<file path="config.mk">
export PLATFORM = sky130hd
export DESIGN_NAME = ahb_rr_arbiter
export DESIGN_NICKNAME = d
export VERILOG_FILES = /design/src/rtl/ahb_arb_pkg.sv /design/src/rtl/ahb_rr_pick.sv /design/src/rtl/ahb_rr_arbiter.sv
export SDC_FILE = /design/constraint.sdc
export NUM_CORES = 1
export LEC_CHECK = 0
export ABC_AREA = 1
export ABC_CLOCK_PERIOD_IN_PS = 3100
export CORE_UTILIZATION = 54
export CTS_CLUSTER_DIAMETER = 30
export CTS_CLUSTER_SIZE = 25
export DETAILED_ROUTE_END_ITERATION = 16
export GPL_TIMING_DRIVEN = 0
export HOLD_SLACK_MARGIN = 0.1
export PLACE_DENSITY = 0.83
export SLEW_MARGIN = 0
export SYNTH_ARGS = -nofsm -noshare
export SYNTH_HDL_FRONTEND = slang
export SYNTH_SLANG_ARGS = --single-unit
</file>
<file path="constraint.sdc">
create_clock -name hclk -period 3.1 [get_ports hclk]
set_input_delay 0.465 -clock hclk [delete_from_list [all_inputs] [get_ports hclk]]
set_output_delay 0.465 -clock hclk [all_outputs]
set_load 0.02 [all_outputs]
</file>
<file path="src/rtl/ahb_arb_pkg.sv">
// Shared types and constants for the AHB round-robin arbiter.
// The optional slave-stall timeout is enabled with AHB_ARB_TIMEOUT_EN.
package ahb_arb_pkg;

    typedef enum logic {
        IDLE = 1'b0,
        OWN  = 1'b1
    } arb_state_t;

    localparam int DEF_MAX_BEATS = 4;
    localparam int DEF_TIMEOUT   = 16;

    // Master-index width, never narrower than one bit.
    function automatic int idx_w(input int n);
        return (n <= 2) ? 1 : $clog2(n);
    endfunction

endpackage

</file>
<file path="src/rtl/ahb_rr_pick.sv">
// Combinational rotating-priority encoder: first requester at or above the
// pointer (wrapping), with an exclude mask to skip the outgoing owner.
module ahb_rr_pick
    import ahb_arb_pkg::*;
#(
    parameter int NUM_MASTERS = 4
) (
    input  logic [NUM_MASTERS-1:0]        i_req,
    input  logic [idx_w(NUM_MASTERS)-1:0] i_ptr,
    input  logic [NUM_MASTERS-1:0]        i_excl,
    output logic                          o_vld,
    output logic [idx_w(NUM_MASTERS)-1:0] o_idx
);

    localparam int IW = idx_w(NUM_MASTERS);

    logic [NUM_MASTERS-1:0] w_cand;

    assign w_cand = i_req & ~i_excl;

    // Scan from the farthest offset down so the nearest candidate wins last.
    always_comb begin
        o_vld = 1'b0;
        o_idx = '0;
        for (int k = NUM_MASTERS - 1; k >= 0; k--) begin
            if (w_cand[(int'(i_ptr) + k) % NUM_MASTERS]) begin
                o_vld = 1'b1;
                o_idx = IW'((int'(i_ptr) + k) % NUM_MASTERS);
            end
        end
    end

endmodule

</file>
<file path="src/rtl/ahb_rr_arbiter.sv">
// N-master round-robin AHB arbiter with per-owner beat limit and lock support.
// Define AHB_ARB_TIMEOUT_EN to add the slave-stall timeout and timeout_irq.
module ahb_rr_arbiter
    import ahb_arb_pkg::*;
#(
    parameter int NUM_MASTERS = 4,
    parameter int SEL_W       = 2,
    parameter int MAX_BEATS   = DEF_MAX_BEATS
`ifdef AHB_ARB_TIMEOUT_EN
    , parameter int TIMEOUT   = DEF_TIMEOUT
`endif
) (
    input  logic                          hclk,
    input  logic                          hreset,
    input  logic [NUM_MASTERS-1:0]        hreq,
    input  logic [NUM_MASTERS-1:0]        hlock,
    input  logic [NUM_MASTERS*SEL_W-1:0]  sel_in,
    input  logic                          hready_out,
    input  logic                          hresp,
    output logic [NUM_MASTERS-1:0]        hgrant,
    output logic [idx_w(NUM_MASTERS)-1:0] hmaster,
    output logic [SEL_W-1:0]              sel,
    output logic                          busy
`ifdef AHB_ARB_TIMEOUT_EN
    , output logic                        timeout_irq
`endif
);

    localparam int         IW   = idx_w(NUM_MASTERS);
    localparam logic [7:0] MAXB = 8'(MAX_BEATS);

    arb_state_t             r_state;
    logic [NUM_MASTERS-1:0] r_hgrant;
    logic [IW-1:0]          r_hmaster;
    logic [IW-1:0]          r_ptr;
    logic [SEL_W-1:0]       r_sel;
    logic [7:0]             r_cnt;

    logic                   w_tr_done;
    logic                   w_err;
    logic [SEL_W-1:0]       w_sel_arr [NUM_MASTERS];
    logic [NUM_MASTERS-1:0] w_owner_oh;
    logic [IW-1:0]          w_owner_nxt;
    logic [7:0]             w_cnt_inc;
    logic                   w_own_req;
    logic                   w_own_lock;
    logic                   w_others;
    logic                   w_timeout;
    logic                   w_release;
    logic [IW-1:0]          w_pick_ptr;
    logic [NUM_MASTERS-1:0] w_pick_excl;
    logic                   w_pick_vld;
    logic [IW-1:0]          w_pick_idx;
    logic [NUM_MASTERS-1:0] w_win_oh;

    for (genvar g = 0; g < NUM_MASTERS; g++) begin : g_sel
        assign w_sel_arr[g] = sel_in[g*SEL_W +: SEL_W];
    end

    assign w_tr_done   = hready_out & ~hresp;
    assign w_err       = hready_out & hresp;
    assign w_owner_oh  = {{(NUM_MASTERS-1){1'b0}}, 1'b1} << r_hmaster;
    assign w_owner_nxt = (r_hmaster == IW'(NUM_MASTERS - 1)) ? '0 : r_hmaster + 1'b1;
    assign w_cnt_inc   = (r_cnt == MAXB) ? MAXB : r_cnt + 8'd1;
    assign w_own_req   = |(hreq & w_owner_oh);
    assign w_own_lock  = |(hlock & w_owner_oh);
    assign w_others    = |(hreq & ~w_owner_oh);

`ifdef AHB_ARB_TIMEOUT_EN
    localparam int TW = $clog2(TIMEOUT + 1);

    logic [TW-1:0] r_stall;
    logic [TW-1:0] w_stall_inc;
    logic          r_irq;

    assign w_stall_inc = r_stall + 1'b1;
    assign w_timeout   = (r_state == OWN) & ~hready_out & (w_stall_inc == TW'(TIMEOUT));
    assign timeout_irq = r_irq;
`else
    assign w_timeout   = 1'b0;
`endif

    // Lock blocks only the voluntary and fairness releases; an error always hands over.
    assign w_release = (r_state == OWN) &
                       ((w_tr_done & ~w_own_req & ~w_own_lock) |
                        (w_tr_done & (w_cnt_inc == MAXB) & w_others & ~w_own_lock) |
                        w_err | w_timeout);

    assign w_pick_ptr  = (r_state == OWN) ? w_owner_nxt : r_ptr;
    assign w_pick_excl = (r_state == OWN) ? w_owner_oh : '0;
    assign w_win_oh    = {{(NUM_MASTERS-1){1'b0}}, 1'b1} << w_pick_idx;

    ahb_rr_pick #(
        .NUM_MASTERS (NUM_MASTERS)
    ) u_pick (
        .i_req  (hreq),
        .i_ptr  (w_pick_ptr),
        .i_excl (w_pick_excl),
        .o_vld  (w_pick_vld),
        .o_idx  (w_pick_idx)
    );

    always_ff @(posedge hclk or posedge hreset) begin
        if (hreset) begin
            r_state   <= IDLE;
            r_hgrant  <= '0;
            r_hmaster <= '0;
            r_ptr     <= '0;
            r_sel     <= '0;
            r_cnt     <= '0;
`ifdef AHB_ARB_TIMEOUT_EN
            r_stall   <= '0;
            r_irq     <= 1'b0;
`endif
        end else begin
`ifdef AHB_ARB_TIMEOUT_EN
            r_irq <= w_timeout;
`endif
            if (r_state == IDLE) begin
                if (w_pick_vld) begin
                    r_state   <= OWN;
                    r_hgrant  <= w_win_oh;
                    r_hmaster <= w_pick_idx;
                    r_sel     <= w_sel_arr[w_pick_idx];
                    r_cnt     <= '0;
                end
            end else if (w_release) begin
                r_ptr <= w_owner_nxt;
                r_cnt <= '0;
`ifdef AHB_ARB_TIMEOUT_EN
                r_stall <= '0;
`endif
                // Hand straight to the next requester so there is no IDLE bubble.
                if (w_pick_vld) begin
                    r_hgrant  <= w_win_oh;
                    r_hmaster <= w_pick_idx;
                    r_sel     <= w_sel_arr[w_pick_idx];
                end else begin
                    r_state  <= IDLE;
                    r_hgrant <= '0;
                    r_sel    <= '0;
                end
            end else begin
                r_sel <= w_sel_arr[r_hmaster];
                if (w_tr_done) begin
                    r_cnt <= w_cnt_inc;
                end
`ifdef AHB_ARB_TIMEOUT_EN
                r_stall <= hready_out ? '0 : w_stall_inc;
`endif
            end
        end
    end

    assign hgrant  = r_hgrant;
    assign hmaster = r_hmaster;
    assign sel     = r_sel;
    assign busy    = |r_hgrant;

endmodule

</file>
==> reports/metrics.yaml <==
layout_commonest_cell: "nand2_1"
drc_errors: 0
post-cts-setup-buffers: 0
ff2ff_path_depth: 17
fin_worst_skew_ps: 7.64
wire_per_inst_um: 11.1
syn_to_final_growth_pct: 19.8
ys_ff_latch: 19
drv_slew: 0
crit_arrival_ps: 2970
cp_slowest_cell: "dfrtp_1"
nNetsFinal: 337
die_h_um: 60.1
grt_max_degree: 20
cp.required_ps: 3290
diodes: 0
wl_met1_mm: 1.98
die_w_um: 60.1
clock_latency_ps: 300
grt_antenna_before_repair: 0
crit_path_end_kind: "flip-flop"
top_layer_used: "met4"
wl_met3_um: 87
grt_overflow: 0
rows: 20
crit_chain: "clkbuf_1, inv_1, ha_1, inv_1, nand2_1, nand2_1, nand2_1, nand2_1, nand2_1, nand3_1, nor2_1, nor2_2, inv_1, nand3_1, nand2_1, nand2_1, a21oi_1"
drtIter0Drc: 89
cts_tree: "built"
period_share: 0.897
cts_hold_buffers: 0
worst_r2r_startpoint: "hmaster[0]"
tightest_slew_ps: 716
syn-cell-area_um2: 1820
crit_type: "flip-flop to flip-flop"
syn_inst: 277
hp-start: "sel[0]"
whs_path_depth: 2
setup_tns_ps: 0
rsz0062_at_grt: "no"
cts_sinks: 19
grt.total_usage: 0.248
dp.cells: 349
hold_path.class: "flip-flop to flip-flop"
cts_made_buffers: 3
power_leakage_uw: 0.00115
core_area_um2: 3130
worst_hold_path.endpoint: "sel[0]"
cts-htree-levels: 1
io_pins: 29
yosysWarnings: 0
syn_nets: 304
initial_core_util: 0.583
cp_common_cell: "nand2_1"
ant_nets: 0
path_clk_slew_ps: 100
final_core_util: 0.699
drive_above_1_share: 0.139
ir_worst_vdd_mv: 1.07
crit_fanout: 10
yosysTopAreaCell: "dfrtp_1"
max_freq_ghz: 0.360
dieArea_um2: 3610
met2_wirelength_mm: 1.83
grt_pass1_wl_mm: 6.92
grt_pass1_vias: 1617
power.density_nw_per_um2: 1050
synth_area_leaders: "dfrtp_1 (26%), nand2_1 (17%), nand3_1 (9.1%)"
vias_per_cell: 5.04
final_cell_mix: "nand2_1 (85), inv_1 (38), nand3_1 (33), clkdlybuf4s50_1 (28)"
numPortBuffers: 28
routed-via-count: 1778
multi_input_area_um2: 1140
clockBufferDepth: 2
hpwl_mm: 3.13
synth_top_cell_area_share: 0.261
finalWeightedCongestion: 0.859
crit_start: "hmaster[0]"
synth-seq-area-share: 0.261
syn_area_per_cell_um2: 6.59
ctsResizeCount: 0
cp-start-kind: "flip-flop"
rrSetupSlack_ps: 320
slew_headroom: 0.522
seqCellArea_um2: 475
finalWirelength_mm: 3.92
ys_types: 32
worst_path_largest_cell_delay_ps: 550
stdcell_count: 353
status: "completed"
setup_viol: 0
fin_crit_ps: 2780
nFillCells: 276
hold_viol_final: 0
clockRootBuffer: "clkbuf_4"
dr.pass1.iters: 4
r2r-end: "sel[0]"
drv_cap: 0
per-stage QoR:
stage	worst slack (ps)	hold slack [ps]	total power [µW]	cell area, µm²
final	320	540	2300	2190
after global routing	9.15	583	2540	2190
after CTS	351	538	2290	2190
after detailed placement	374	514	2160	2160
after global placement	420	504	2130	2160
after floorplan	648	416	1770	1820
cell type report:
class | instances | share of cell area
flip-flops and latches | 19 | 0.218
well taps | 44 | 0.0252
clock buffers | 4 | 0.0120
plain buffers | 5 | 0.0229
inverters | 42 | 0.0721
repair buffers | 28 | 0.128
multi-input cells | 211 | 0.522
worst max-delay path: cells and delay by family (launching register included):
family / cells / cell delay, ps
AOI/OAI and AO/OA: 1 / 50
and+or+nand+nor: 11 / 1030
adders and majority gates: 1 / 330
DFF: 1 / 550
buffers and inverters: 4 / 700
sequential cells by signal, summed over array words and instances (netlist names):
signal and count:
sel 2, r_ptr 2, hmaster 2, hgrant 4
r_state 1, r_cnt 8
worst max-delay path by stage:
| stage | slack [ps] | depth (start not counted) | to |
|---|---|---|---|
| 6_report | 320 | 17 | sel[0] |
| 5_1_grt | 9 | 17 | sel[0] |
| 4_1_cts | 350 | 17 | sel[0] |
| 3_5_place_dp | 370 | 17 | sel[0] |
| 3_3_place_gp | 420 | 17 | sel[1] |
| 2_1_floorplan | 650 | 17 | r_cnt[2] |
cell usage after synthesis:
master / number
a22o_1: 1
ha_1: 7
o21ai_1: 1
nor3_1: 1
clkbuf_1: 1
buf_6: 1
nand4_4: 1
a221oi_1: 2
or2_1: 2
and3_1: 1
nand3b_2: 1
nand3_1: 33
nor2_8: 1
o21ai_2: 7
buf_4: 2
dfrtp_1: 19
o21ai_0: 14
inv_1: 38
nand2_1: 85
xor2_1: 1
a21oi_1: 7
buf_12: 1
nand2_4: 3
nand3_2: 7
o31ai_1: 1
xnor2_1: 1
inv_2: 4
nand4_1: 2
nor2_2: 1
nor2_1: 19
nand3b_1: 1
nand2_2: 11
cell families after synthesis:
group | share of synthesized area
adders and majority gates | 0.0480
DFF | 0.261
AOI/OAI and AO/OA | 0.112
xor gates and xnor gates | 0.00960
and+or+nand+nor | 0.455
buffers and inverters | 0.114
layer usage:
| metal | up-vias | track usage |
|---|---|---|
| met5 | - | 0 |
| met2 | 30 | 0.402 |
| li1 | 948 | - |
| met4 | 0 | 0.0432 |
| met3 | 2 | 0.0325 |
| met1 | 798 | 0.353 |
where the power goes:
group | leakage [µW] | internal, µW | switching [µW]
sequential | 0.000243 | 330 | 86.1
clock | 0.0000150 | 50.1 | 74.8
combinational | 0.000893 | 649 | 1100
total | 0.00115 | 1030 | 1270
No activity file was read; power rests on OpenSTA's default activity.
